**src/rtl/reaction_timer.sv**
```systemverilog
// Reaction-game timer: random WAIT, GO LED, tick-based reaction count with
// false-start detection; the last result is held for the display between rounds.
module reaction_timer #(
  parameter int TICK_DIV  = 100000,
  parameter int MIN_DELAY = 50
) (
  input  logic       clk,
  input  logic       reset,
  input  logic       start_btn,
  input  logic       react_btn,
  output logic [7:0] reaction_time,
  output logic       time_valid,
  output logic       timeout,
  output logic       led_go,
  output logic       false_start,
  output logic [2:0] state
);

  typedef enum logic [2:0] {
    S_IDLE  = 3'd0,
    S_WAIT  = 3'd1,
    S_GO    = 3'd2,
    S_DONE  = 3'd3,
    S_FALSE = 3'd4
  } state_t;

  localparam int             PW         = $clog2(TICK_DIV);
  localparam logic [PW-1:0]  PRESC_MAX  = PW'(TICK_DIV - 1);
  localparam logic [PW-1:0]  PRESC_ONE  = PW'(1);
  localparam logic [8:0]     MIN_D      = 9'(MIN_DELAY);

  state_t        r_state;
  state_t        w_next_state;
  logic [2:0]    r_start_sync;
  logic [2:0]    r_react_sync;
  logic          r_start_edge;
  logic          r_react_edge;
  logic [7:0]    r_lfsr;
  logic [PW-1:0] r_presc;
  logic [8:0]    r_delay_cnt;
  logic [7:0]    r_count;
  logic [7:0]    r_reaction_time;
  logic          r_timeout;
  logic          w_tick;
  logic          w_enter_wait;

  assign w_tick       = (r_presc == PRESC_MAX);
  assign w_enter_wait = (w_next_state == S_WAIT) && (r_state != S_WAIT);

  // Two sync flops plus a history flop; the edge pulse itself is registered
  always_ff @(posedge clk or negedge reset) begin
    if (!reset) begin
      r_start_sync <= '0;
      r_react_sync <= '0;
      r_start_edge <= 1'b0;
      r_react_edge <= 1'b0;
      r_lfsr       <= 8'hA5;
    end else begin
      r_start_sync <= {r_start_sync[1:0], start_btn};
      r_react_sync <= {r_react_sync[1:0], react_btn};
      r_start_edge <= r_start_sync[1] & ~r_start_sync[2];
      r_react_edge <= r_react_sync[1] & ~r_react_sync[2];
      r_lfsr       <= {r_lfsr[6:0], r_lfsr[7] ^ r_lfsr[5] ^ r_lfsr[4] ^ r_lfsr[3]};
    end
  end

  always_ff @(posedge clk or negedge reset) begin
    if (!reset) r_state <= S_IDLE;
    else        r_state <= w_next_state;
  end

  always_comb begin
    w_next_state = r_state;
    case (r_state)
      S_IDLE, S_DONE, S_FALSE: if (r_start_edge) w_next_state = S_WAIT;
      S_WAIT: begin
        if (r_react_edge)                          w_next_state = S_FALSE;
        else if (w_tick && r_delay_cnt == 9'd1)    w_next_state = S_GO;
      end
      S_GO: begin
        if (r_react_edge || (w_tick && r_count == 8'hFF)) w_next_state = S_DONE;
      end
      default: w_next_state = S_IDLE;
    endcase
  end

  // Prescaler restarts on every transition so WAIT and GO start phase-aligned
  always_ff @(posedge clk or negedge reset) begin
    if (!reset) begin
      r_presc         <= '0;
      r_delay_cnt     <= '0;
      r_count         <= '0;
      r_reaction_time <= '0;
      r_timeout       <= 1'b0;
    end else begin
      if (w_next_state != r_state) r_presc <= '0;
      else if (w_tick)             r_presc <= '0;
      else                         r_presc <= r_presc + PRESC_ONE;

      if (w_enter_wait) begin
        r_delay_cnt <= MIN_D + {2'b00, r_lfsr[6:0]};
        r_timeout   <= 1'b0;
      end else if (r_state == S_WAIT && w_next_state == S_WAIT && w_tick) begin
        r_delay_cnt <= r_delay_cnt - 9'd1;
      end

      if (r_state == S_WAIT && w_next_state == S_GO)
        r_count <= '0;
      else if (r_state == S_GO && w_next_state == S_GO && w_tick)
        r_count <= r_count + 8'd1;

      // React wins over a coincident tick, so the pre-increment count is kept
      if (r_state == S_GO && w_next_state == S_DONE) begin
        r_reaction_time <= r_react_edge ? r_count : 8'hFF;
        r_timeout       <= ~r_react_edge;
      end else if (r_state == S_WAIT && w_next_state == S_FALSE) begin
        r_reaction_time <= '0;
        r_timeout       <= 1'b0;
      end
    end
  end

  assign reaction_time = r_reaction_time;
  assign timeout       = r_timeout;
  assign state         = r_state;
  assign led_go        = (r_state == S_GO);
  assign time_valid    = (r_state == S_DONE);
  assign false_start   = (r_state == S_FALSE);

endmodule

```
**config.mk**
```make
export PLATFORM = sky130hd
export DESIGN_NAME = reaction_timer
export DESIGN_NICKNAME = d
export VERILOG_FILES = /design/src/rtl/reaction_timer.sv
export SDC_FILE = /design/constraint.sdc
export NUM_CORES = 1
export LEC_CHECK = 0
export CORE_ASPECT_RATIO = 1.4
export CORE_MARGIN = 5
export CORE_UTILIZATION = 55
export DETAILED_ROUTE_END_ITERATION = 10
export HOLD_SLACK_MARGIN = 0.15
export PLACE_DENSITY = 0.71
export SLEW_MARGIN = 15
export SYNTH_ARGS = -nofsm -noshare
export SYNTH_HDL_FRONTEND = slang
export SYNTH_SLANG_ARGS = --single-unit
```
**constraint.sdc**
```tcl
create_clock -name clk -period 5.54 [get_ports clk]
set_input_delay 1.662 -clock clk [delete_from_list [all_inputs] [get_ports clk]]
set_output_delay 1.662 -clock clk [all_outputs]
set_load 0.02 [all_outputs]
```
==> out/results.txt <==
Outcome - completed
P&R area growth vs syn - 14.0%
WS Path Type - reg -> out
Sink Count - 62
Distinct cells, synth - 58
Hold/Removal Path Class - reg -> reg
Setup TNS - 0 ns
Vias per inst - 5.81
Layout cells sized above 1 - 9.64%
Cell Area, Placed - 0.00330 mm²
Htree depth - 3
Hold_buf cts - 0
Tmin final - 3.78 ns
Final HPWL DP - 4240 µm
Setup crit end kind - output pin
DRT iter0 DRCs - 127
Internal power - 878 µW
Clock skew - 0.00936 ns
Register share of total power - 43.2%
Mapped Cells - 312
Multi-input combinational cell area - 0.00144 mm²
Die ar. - 0.00724 mm²
Number of global-route vias before repair - 2315
Leakage power figure - 0.00154 µW
Post-CTS Resized - 0
Sw Share - 33.2%
Total gr overflow - 0
Worst-Skew Late Latency - 0.35 ns
Initial Util - 56.3%
CTS tree - done
Setup Viol. Count Final - 0
Max Slew Vio Count - 0
Seq cells post-synth - 62
Area fraction of the dominant cell type after synthesis - 47.0%
Worst Setup Start Kind - register
Reg area - 0.00156 mm²
Crit Path Max Fanout - 11
Peak supply drop - 0.000299 V
Row count - 32
Comb pwr share - 23.1%
Reg clk slew, reported paths - 0.07 ns
Period utilization - 68.2%
Final nets - 336
Synth async-reset ratio - 100%
Synth warnings - 0
Final hold violations - 0
Final WL - 6260 µm
Worst-Margin Slew - 0.793 ns
Die height - 98.7 µm
Slowest Stage Delay on Critical Path - 0.70 ns
GP Congestion - 0.871
Cell Area, Synth - 0.00309 mm²
Iteration count of the initial detailed-routing pass - 4
Fill count - 443
Post CTS Setup Buffer Count - 0
Max-slew headroom at the worst pin - 46.7%
Top post-synthesis cells by count - 58 x dfrtp_1, 35 x nor2_1, 21 x nand2_1
Number of synthesized flops with an enable pin - 0
RSZ-0062 raised after global routing - no
Number of diodes - 0
IO Pins - 19
Core box area - 0.00549 mm²
Sw Pwr - 436 µW
Antenna violations before repair - 0
Tot GR Track Use - 19.2%
Die width - 73.3 µm
PortBufs - 18
CTS Buf Count - 9
First-pass GRT wire length - 10800 µm
CTS Buffer Depth - 2
Post-synth net total - 321
Cell area after layout - 0.00352 mm²
FMAX - 0.265 GHz
Crit path arrival time - 2.12 ns
DRT antenna net count - 0
Residual DRC - 0
PD cells - 373 mW/mm²
CP max-delay cell - clkdlybuf4s50_1
Ranking of synthesized cells by area - dfrtp_1 47%, nor2_1 4.3%, dfstp_2 3.4%
Cells along the critical path - inv_1 -> nor3_1 -> clkdlybuf4s50_1
WL/cell - 15.6 µm
Most frequent cell after synthesis - dfrtp_1
Pin count of the biggest net entering global routing - 63
Post-synth top area cell - dfrtp_1
Sequential share of the synthesized area - 50.4%
Synth Flop Type - dfrtp_1
Clock power share - 33.7%
Via count - 2324
CP required - 3.88 ns
Syn_area_per_cell - 9.90 µm²
Root buffer cell - clkbuf_8
Max-cap violations - 0
stage by stage:
step	hold WS [ns]	utilization, %	cells	setup WS (ns)	total power [µW]
floorplan	0.331	-	312	2.34	789
global placement	0.333	60.2	384	2.15	872
detailed placement	0.335	60.2	384	2.12	878
CTS	0.351	64.2	400	1.74	1330
global route	0.359	64.2	400	1.49	1400
finish	0.349	64.2	400	1.76	1310
cells in the final DEF (no fill, tap or decap), types with 4 or more instances in the layout:
cell,n
a21oi_1,20
a31oi_1,5
and2_1,4
and3_1,8
clkbuf_8,10
clkdlybuf4s50_1,17
dfrtp_1,58
dfstp_2,4
ha_1,5
inv_1,8
nand2_1,21
nand2b_1,5
nand3_1,10
nand4_1,6
nor2_1,35
nor2b_1,4
nor3_1,7
o21ai_0,19
o31ai_1,5
or4_1,4
xnor2_1,9
xor2_1,12
power by group through the flow:
stage,combinational (µW),sequential [µW],clock [µW]
after detailed placement,304,575,0
final,304,568,443
after global placement,301,572,0
after floorplan,238,551,0
after global routing,342,578,476
after CTS,306,567,454
worst max-delay path: cells and delay by family, from the launching register on:
kind                   cells  cell delay [ns]
buffers and inverters      2             0.85
DFF                        1             0.50
and+or+nand+nor            1             0.44
layout make-up:
cell class | count | share of cell area, %
sequential | 62 | 44.2
tap | 68 | 2.42
inverter | 8 | 0.853
clock buffer | 10 | 3.91
timing repair buffer | 20 | 5.40
clock inverter | 6 | 2.42
multi-input combinational | 226 | 40.8
cells by family (layout without fill, tap and decap cells):
family	Yosys count	count (layout)	synth area share, %
AND/OR/NAND/NOR	124	124	21.9
flip-flops	62	62	50.4
XOR/XNOR	21	21	5.95
AO/OA/AOI/OAI	74	74	16.0
adder cells (fa/ha/maj)	5	5	2.03
buffers and inverters	24	44	3.08
multiplexers	2	2	0.689
state kept, by name (all words and copies together) (netlist names):
signal,count
r_delay_cnt,9
timeout,1
r_count,8
r_lfsr,8
r_react_sync,3
r_react_edge,1
r_start_sync,3
r_start_edge,1
state,3
reaction_time,8
r_presc,17
final timing paths:
kind / start / end / slack (ns) / cells past startpoint
min in group asynchronous: reset / r_delay_cnt[4] / 1.47 / 2
worst min register to register: r_start_sync[0] / r_start_sync[1] / 0.35 / 0
worst max register to register: r_presc[6] / r_count[5] / 2.56 / 6
max in group asynchronous: reset / r_react_sync[2] / 3.56 / 2
worst max-delay path: state[1] / led_go / 1.76 / 3
worst min-delay path: r_start_sync[0] / r_start_sync[1] / 0.35 / 0
routing by layer:
layer  GRT usage, %  up-vias  share of wire (%)
li1               -     1153                  -
met1           24.1     1115                 44
met2           31.0       48                 50
met3           5.20        8                4.3
met4           7.95        0                1.6
met5              0        -                  0
Power figures use the tool's default switching activity.
